==> src/rtl/branch_predictor_bht.sv <==
// Per-PC branch predictor: a table of saturating-counter entries (BHT) with
// tagged targets (BTB). Lookup is combinational, training is registered, and
// an init walk clears the table after reset so it can live in block RAM.
module branch_predictor_bht #(
  parameter int unsigned XLEN      = 32,
  parameter int unsigned ENTRIES   = 64,
  parameter int unsigned IDX_BITS  = $clog2(ENTRIES),
  parameter int unsigned TAG_BITS  = 8,
  parameter int unsigned CNT_BITS  = 2,
  parameter int unsigned STAT_BITS = 32
) (
  input  logic                 clk,
  input  logic                 reset,
  input  logic                 lookup_en,
  input  logic [XLEN-1:0]      pc_f,
  output logic                 pred_taken,
  output logic [XLEN-1:0]      pred_npc,
  output logic                 ready,
  input  logic                 upd_valid,
  input  logic [XLEN-1:0]      upd_pc,
  input  logic                 upd_taken,
  input  logic                 upd_uncond,
  input  logic [XLEN-1:0]      upd_target,
  input  logic                 upd_mispredict,
  output logic [STAT_BITS-1:0] stat_lookups,
  output logic [STAT_BITS-1:0] stat_mispredicts
);

  localparam logic [CNT_BITS-1:0] CNT_MAX = '1;
  localparam logic [CNT_BITS-1:0] CNT_WT  = CNT_BITS'(1) << (CNT_BITS - 1);
  localparam logic [CNT_BITS-1:0] CNT_WNT = CNT_WT - CNT_BITS'(1);
  localparam logic [IDX_BITS-1:0] PTR_LAST = IDX_BITS'(ENTRIES - 1);

  typedef enum logic {
    S_INIT,
    S_RUN
  } state_t;

  state_t                state_q, state_d;
  logic [IDX_BITS-1:0]   ptr_q, ptr_d;
  logic                  ready_q, ready_d;
  logic [STAT_BITS-1:0]  stat_lookups_q, stat_lookups_d;
  logic [STAT_BITS-1:0]  stat_mispredicts_q, stat_mispredicts_d;

  // Table storage; no reset, the init walk clears it.
  logic                  valid_q  [ENTRIES];
  logic [TAG_BITS-1:0]   tag_q    [ENTRIES];
  logic [XLEN-1:0]       target_q [ENTRIES];
  logic [CNT_BITS-1:0]   cnt_q    [ENTRIES];

  // Single write port shared by the init walk and training.
  logic                  wr_en;
  logic [IDX_BITS-1:0]   wr_idx;
  logic                  valid_d;
  logic [TAG_BITS-1:0]   tag_d;
  logic [XLEN-1:0]       target_d;
  logic [CNT_BITS-1:0]   cnt_d;

  logic [IDX_BITS-1:0]   lk_idx;
  logic [TAG_BITS-1:0]   lk_tag;
  logic                  lk_hit;
  logic [IDX_BITS-1:0]   up_idx;
  logic [TAG_BITS-1:0]   up_tag;
  logic                  up_hit;

  // Only the index/tag fields of the PCs are used.
  logic                  unused_pc_bits;
  assign unused_pc_bits = ^{pc_f, upd_pc};

  assign lk_idx = pc_f[IDX_BITS+1:2];
  assign lk_tag = pc_f[IDX_BITS+TAG_BITS+1:IDX_BITS+2];
  assign up_idx = upd_pc[IDX_BITS+1:2];
  assign up_tag = upd_pc[IDX_BITS+TAG_BITS+1:IDX_BITS+2];

  // Fetch-side prediction from current table contents (no update bypass).
  always_comb begin
    lk_hit     = ready_q && valid_q[lk_idx] && (tag_q[lk_idx] == lk_tag);
    pred_taken = lk_hit && (cnt_q[lk_idx] >= CNT_WT);
    pred_npc   = pred_taken ? target_q[lk_idx] : pc_f + XLEN'(4);
  end

  // Init/run sequencing and saturating statistics.
  always_comb begin
    state_d            = state_q;
    ptr_d              = ptr_q;
    ready_d            = ready_q;
    stat_lookups_d     = stat_lookups_q;
    stat_mispredicts_d = stat_mispredicts_q;
    case (state_q)
      S_INIT: begin
        ptr_d = ptr_q + IDX_BITS'(1);
        if (ptr_q == PTR_LAST) begin
          state_d = S_RUN;
          ready_d = 1'b1;
        end
      end
      default: ;
    endcase
    if (lookup_en && ready_q && (stat_lookups_q != '1))
      stat_lookups_d = stat_lookups_q + STAT_BITS'(1);
    if (upd_valid && upd_mispredict && ready_q && (stat_mispredicts_q != '1))
      stat_mispredicts_d = stat_mispredicts_q + STAT_BITS'(1);
  end

  // Control state register; reset restarts the walk from index 0.
  always_ff @(posedge clk) begin
    if (reset) begin
      state_q            <= S_INIT;
      ptr_q              <= '0;
      ready_q            <= 1'b0;
      stat_lookups_q     <= '0;
      stat_mispredicts_q <= '0;
    end else begin
      state_q            <= state_d;
      ptr_q              <= ptr_d;
      ready_q            <= ready_d;
      stat_lookups_q     <= stat_lookups_d;
      stat_mispredicts_q <= stat_mispredicts_d;
    end
  end

  // Write-port arbitration: init walk clears, otherwise train from execute.
  always_comb begin
    up_hit   = valid_q[up_idx] && (tag_q[up_idx] == up_tag);
    wr_en    = 1'b0;
    wr_idx   = up_idx;
    valid_d  = 1'b1;
    tag_d    = up_tag;
    target_d = target_q[up_idx];
    cnt_d    = cnt_q[up_idx];
    if (state_q == S_INIT) begin
      wr_en    = 1'b1;
      wr_idx   = ptr_q;
      valid_d  = 1'b0;
      tag_d    = '0;
      target_d = '0;
      cnt_d    = CNT_WNT;
    end else if (upd_valid) begin
      if (up_hit) begin
        wr_en = 1'b1;
        if (upd_uncond) begin
          cnt_d    = CNT_MAX;
          target_d = upd_target;
        end else if (upd_taken) begin
          if (cnt_q[up_idx] != CNT_MAX)
            cnt_d = cnt_q[up_idx] + CNT_BITS'(1);
          target_d = upd_target;
        end else if (cnt_q[up_idx] != '0) begin
          cnt_d = cnt_q[up_idx] - CNT_BITS'(1);
        end
      end else if (upd_taken || upd_uncond) begin
        wr_en    = 1'b1;
        target_d = upd_target;
        cnt_d    = upd_uncond ? CNT_MAX : CNT_WT;
      end
    end
    if (reset)
      wr_en = 1'b0;
  end

  // Table write port.
  always_ff @(posedge clk) begin
    if (wr_en) begin
      valid_q[wr_idx]  <= valid_d;
      tag_q[wr_idx]    <= tag_d;
      target_q[wr_idx] <= target_d;
      cnt_q[wr_idx]    <= cnt_d;
    end
  end

  assign ready            = ready_q;
  assign stat_lookups     = stat_lookups_q;
  assign stat_mispredicts = stat_mispredicts_q;

endmodule

==> config.mk <==
export PLATFORM = sky130hd
export DESIGN_NAME = branch_predictor_bht
export DESIGN_NICKNAME = d
export VERILOG_FILES = /design/src/rtl/branch_predictor_bht.sv
export SDC_FILE = /design/constraint.sdc
export NUM_CORES = 2
export LEC_CHECK = 0
export CAP_MARGIN = 5
export CORE_MARGIN = 2
export CORE_UTILIZATION = 55
export CTS_BUF_LIST = sky130_fd_sc_hd__clkbuf_8
export DETAILED_ROUTE_END_ITERATION = 6
export GPL_TIMING_DRIVEN = 0
export PLACE_DENSITY_LB_ADDON = 0.15
export SLEW_MARGIN = 20
export SYNTH_ARGS = -nofsm -noshare
export SYNTH_HDL_FRONTEND = slang
export SYNTH_SLANG_ARGS = --single-unit
==> constraint.sdc <==
create_clock -name clk -period 10.3 [get_ports clk]
set_input_delay 1.545 -clock clk [delete_from_list [all_inputs] [get_ports clk]]
set_output_delay 1.545 -clock clk [all_outputs]
set_load 0.01 [all_outputs]
After elaboration in Yosys (flattened, before gate mapping)
Memories as Yosys holds them, arrays and structs flattened.
Cells that the tools add are included.
Storage, ports and cells
  flip-flop bits (word level): 72
  bits in latches: 0
  memory bits (writable): 2752
  bits in read-only memories: 0
  input bits: 103
  word-level logic and storage cells: 63
  memories: 4
Memories
  target_q: depth 64, bits a word 32, read ports 2, clocked after Yosys merged registers in 0, write ports 1, RTL line 48  | logic [XLEN-1:0] target_q [ENTRIES];
  tag_q: depth 64, bits a word 8, read ports 2, clocked after Yosys merged registers in 0, write ports 1, RTL line 47  | logic [TAG_BITS-1:0] tag_q [ENTRIES];
  cnt_q: depth 64, bits a word 2, read ports 2, clocked after Yosys merged registers in 0, write ports 1, RTL line 49  | logic [CNT_BITS-1:0] cnt_q [ENTRIES];
  valid_q: depth 64, bits a word 1, read ports 2, clocked after Yosys merged registers in 0, write ports 1, RTL line 46  | logic valid_q [ENTRIES];
Cells by class
  add/sub/neg operators: 6
  multipliers: 0
  div/mod/pow operators: 0
  order comparisons: 1
  eq/ne operators: 6
  shifts and indexed selects: 0
  multiplexer cells: 28
  bitwise logic cells: 1
  reduce and logical (&&, ||, !) cells: 12
Operator list (number)
  32-bit two-way mux: 7
  32-bit by 1-bit adder with 32-bit output (second input constant): 2
  32-bit != test (second input constant): 2
  32-bit by 3-bit adder with 32-bit output (second input constant): 1
  8-bit equality test: 2
  2-bit two-way mux: 8
  1-bit two-way mux: 11
  1-bit logical AND: 9
  8-bit two-way mux: 1
  6-bit by 1-bit adder with 6-bit output (second input constant): 1
  6-bit equality test (second input constant): 1
  6-bit two-way mux: 1
  2-bit by 1-bit adder with 2-bit output (second input constant): 1
  2-bit >= comparator (second input constant): 1
  2-bit != test (second input constant): 1
  2-bit AND reduction: 1
  2-bit nonzero test: 1
  2-bit by 1-bit subtractor with 2-bit output (second input constant): 1
  1-bit logical OR: 1
  1-bit inverter: 1

Depth between registers and ports, before layout
An unclocked memory read counts as a cell.
  depth after elaboration: 9
  depth in mapped cells: 17
  gate-level depth less buffers: 10

Least setup slack after synthesis
OpenSTA, ideal clock, no wires.
  path type: input to register
  start point: in upd_pc[3]
  end point: mem target_q[0][14] (data pin)
  library setup time: 0.724 ns
  arrival: 6.750 ns
  required time: 9.576 ns
  setup slack: 2.827 ns
  cell stages on the path: 13
  path through: buf_4 > buf_6 > buf_4 > buf_4 > buf_2 > buf_2 > clkbuf_1 > buf_2 > mux4_2 > mux4_2 > a211oi_1 > a311o_1 > a21boi_0
On the way
  longest elaborated chain between the ends: 6
Ends and longest elaborated chain
  start: declaration: RTL line 20  | input logic [XLEN-1:0] upd_pc,
  memory 64 x 8 bit / memory 64 x 32 bit (equally long branches)
  8-bit equality test / 32-bit two-way mux (equally long branches): RTL line 124, 144
  1-bit logical AND / 32-bit two-way mux (equally long branches): RTL line 124, 141
  32-bit two-way mux: RTL line 139  | if (up_hit) begin
  32-bit two-way mux (*): RTL line 138  | end else if (upd_valid) begin
  32-bit two-way mux (*): RTL line 131  | if (state_q == S_INIT) begin
  via target_d[14]: RTL line 56  | logic [XLEN-1:0] target_d;
  end: declaration: RTL line 48
The timed path passes the listed nets; every way through them passes the cells marked *.

Final worst setup path
  start point: in pc_f[3]
  end point: out pred_npc[10]
On the way
  longest elaborated chain between the ends: 5
Ends and longest elaborated chain
  start: declaration: RTL line 15  | input logic [XLEN-1:0] pc_f,
  memory 64 x 8 bit / memory 64 x 1 bit (equally long branches)
  8-bit equality test / 1-bit logical AND (equally long branches): RTL line 77  | lk_hit = ready_q && valid_q[lk_idx] && (tag_q[lk_idx] == lk_tag);
  1-bit logical AND: RTL line 77
  1-bit logical AND: RTL line 78  | pred_taken = lk_hit && (cnt_q[lk_idx] >= CNT_WT);
  32-bit two-way mux (*): RTL line 79  | pred_npc = pred_taken ? target_q[lk_idx] : pc_f + XLEN'(4);
  end: declaration: RTL line 17  | output logic [XLEN-1:0] pred_npc,
Every way passes the cells marked *; elsewhere a longest branch is shown, timed or not.

==> impl_metrics.tcl <==
set metrics [dict create \
    finalWorstSetupSlack_ps -211 \
    syn_area_per_cell_um2 21.3 \
    synthCells 6134 \
    combPwrFrac_pct 9.5 \
    h-tree-depth 5 \
    cp-end-kind "output pin" \
    tightest_slew_ps 1310 \
    wl_um 508000 \
    firstDrtPassIters 7 \
    critical_path_class "input port to output pin" \
    grt_pass1_wl_um 673000 \
    clkLatencyLatePin_ps 1210 \
    fin_nets 7171 \
    period_share_pct 102 \
    drc 1 \
    ys_seq_area_share_pct 64.3 \
    synth_top_cell_by_area "edfxtp_1" \
    viasPerCell 7.72 \
    vias 81974 \
    clock_skew_ps 85.5 \
    hold_viol_final 0 \
    finalMaxSlewViolations 0 \
    first_iter_violations 15993 \
    min_period_ps 10510 \
    r2r_slack_ps 4590 \
    die_area_mm2 0.242 \
    synthArstFlopShare_pct 0 \
    track_usage_pct 42.0 \
    path_max_fanout 11 \
    internal_power_mw 18.1 \
    holdWs_ps 510 \
    cts.sinks 2824 \
    design_area_mm2 0.153 \
    syn_area_mm2 0.131 \
    power_frac_clock_pct 38.8 \
    synth-main-ff-cell "edfxtp_1" \
    grt_pass1_vias 78889 \
    clk_pin_slew_ps 60 \
    p_sw_mw 6.07 \
    num-fill-cells 15792 \
    hold_depth 2 \
    synth_edf_count 2752 \
    failed_checks "design-rule violations, negative setup slack" \
    regToRegStartpoint "tag_q[33][3]$_DFFE_PP_" \
    wire_per_inst_um 47.8 \
    r2r_cells 14 \
    maxCapViolCount 0 \
    post-dp-hpwl_um 364000 \
    p_seq_share_pct 51.7 \
    routabilityCongestion 1.06 \
    rsz0062_at_grt "false" \
    synth.top_cell.area_share_pct 63.2 \
    gr-total-overflow 0 \
    syn_to_final_growth_pct 16.9 \
    min-delay-start "stat_lookups[9]$_SDFFE_PP0P_" \
    synth.area.top_cells "edfxtp_1 (63%), mux4_2 (28%), mux2i_1 (1.2%)" \
    whs_endpoint "stat_lookups[9]$_SDFFE_PP0P_" \
    antenna_found_initial 56 \
    initial_utilization_pct 55.2 \
    cellPowerDensity_mw_per_mm2 158 \
    rows 179 \
    synth.net_count 6241 \
    portBuffers 171 \
    cts_made_buffers 470 \
    r2r_end "target_q[44][23]$_DFFE_PP_" \
    finalSetupViolCount 24 \
    cp-start-kind "input port" \
    required_ps 8760 \
    holdBufCountCts 0 \
    outcome "finished, violations left" \
    die_y_um 492 \
    cts_tree "done" \
    die_w_um 492 \
    p_leak_nw 50.9 \
    ant_nets 0 \
    place_area_mm2 0.144 \
    drive_above_1_share_pct 39.6 \
    power.share.switching_pct 25.2 \
    arrival_ps 8970 \
    max_freq_mhz 95.1 \
    slew_headroom_pct 12.4 \
    ios 201 \
    ys.warnings.count 0 \
    synth.distinct_cells 73 \
    grt_max_degree 65 \
    synth-seq-cells 2824 \
    cts_buffer_depth 4 \
    peakVddDrop_v 0.000134 \
    min_path_type "register to register" \
    core-area_mm2 0.237 \
    root_buffer "clkbuf_8" \
]
==> flip-flops by register name, indices dropped and copies added, names as in the netlist <==
register,count
tag_q,512
target_q,2048
stat_lookups,32
stat_mispredicts,32
state_q,1
ptr_q,6
ready,1
valid_q,64
cnt_q,128
==> cells by family (layout without fill, tap and decap cells) <==
logic type	after synthesis	in the layout	share of synthesized area, %
compound gates	279	279	1.48
simple gates	619	619	2.18
xor+xnor	96	96	0.643
fa+ha+maj	5	5	0.0459
flops	2824	2824	64.3
mux	1834	1834	29.7
buf+inv	477	1766	1.65
other cells	0	25	0
==> worst max-delay path by stage <==
stage                   start                          to  slack (ps)  depth (start not counted)
floorplan           upd_pc[3]   target_q[0][14]$_DFFE_PP_        2830                         13
global placement    upd_pc[4]  target_q[53][21]$_DFFE_PP_       -3510                          9
detailed placement    pc_f[3]                 pred_npc[3]         -90                         15
CTS                   pc_f[4]                pred_npc[10]          80                         11
global route          pc_f[3]                 pred_npc[1]          10                         14
finish                pc_f[3]                pred_npc[10]        -210                         14
==> layout by cell type (no fill, tap or decap), drive strengths merged, types with 18 or more instances in the layout <==
master	n
buf	498
nand2	214
clkinv	181
bufinv	18
and2	23
and3	18
mux2i	162
edfxtp	2752
mux4	1628
clkdlybuf4s50	171
inv	168
nand3	73
a22oi	46
nor3	20
a21boi	29
nor2b	23
xnor2	46
nand4	20
clkbuf	724
nor2	173
mux2	44
or3	20
a211oi	20
xor2	50
diode	25
dfxtp	72
a21oi	50
o21ai	50
==> area by class of cell <==
class	instances	area, µm²	share of cell area [%]
Buffer	459	2310	1.51
Tap cell	3167	3960	2.59
Antenna cell	25	62.6	0.0409
Clock inverter	354	1920	1.26
Inverter	18	67.6	0.0442
Clock buffer	477	6570	4.29
Sequential cell	2824	84100	55.0
Timing Repair Buffer	458	8560	5.59
Multi-Input combinational cell	2833	45400	29.7
==> synth_stat cells, drive strengths merged (11+ instances only) <==
library cell,n
mux4,1628
a21oi,50
xor2,50
or3,20
o21ai,50
buf,214
and3,18
edfxtp,2752
nor2,173
dfxtp,72
o22ai,11
mux2,44
and2,23
a31oi,13
a22oi,46
mux2i,162
a211oi,20
nand4,20
o211ai,13
xnor2,46
nor3,20
a21boi,29
nand2,214
nand3,73
inv,16
nor2b,23
clkbuf,245
==> critical path, stage by stage <==
cell             delay, ps
clkdlybuf4s50_1        640
buf_2                  510
buf_4                  430
buf_4                  350
buf_4                  380
buf_2                  630
buf_2                  420
buf_2                  560
clkbuf_1               870
mux4_2                 430
mux4_2                 650
mux4_2                 590
mux2_4                 360
clkdlybuf4s50_1        500
==> metrics by stage <==
stage	TNS (ps)	worst slack, ps	total power [mW]	instances	util (%)
global placement	-	-3510	14.8	9472	57.5
CTS	0	77.5	24.0	10588	64.5
global route	0	13.0	24.6	10595	64.5
detailed placement	-210	-89.0	14.9	9757	60.9
floorplan	0	2830	13.9	6134	-
finish	-2470	-211	24.1	10615	64.5
==> power groups by stage <==
stage / Clock (mW) / Sequential (mW) / Combinational (mW)
after CTS: 9.33 / 12.5 / 2.17
after floorplan: 0 / 12.7 / 1.19
after detailed placement: 0 / 12.7 / 2.17
after global routing: 9.82 / 12.5 / 2.28
after global placement: 0 / 12.7 / 2.10
final: 9.37 / 12.5 / 2.29
==> routing by layer <==
| layer | vias to the layer above | part of all wire, % | track usage, % |
|---|---|---|---|
| met5 | - | 0.068 | 0.516 |
| met4 | 22 | 6.4 | 21.9 |
| met3 | 1633 | 18 | 21.2 |
| met2 | 8250 | 43 | 58.6 |
| met1 | 43149 | 33 | 54.2 |
| li1 | 28920 | - | - |
==> what timing repair did <==
action | 4_1_cts | 5_1_grt
setup buffers | 0 | 1
resized for setup | 2 | 14
pin swaps | 1 | 1
endpoints found under the setup margin | 3 | 21
Note: power is estimated with default switching activity, not from simulation.
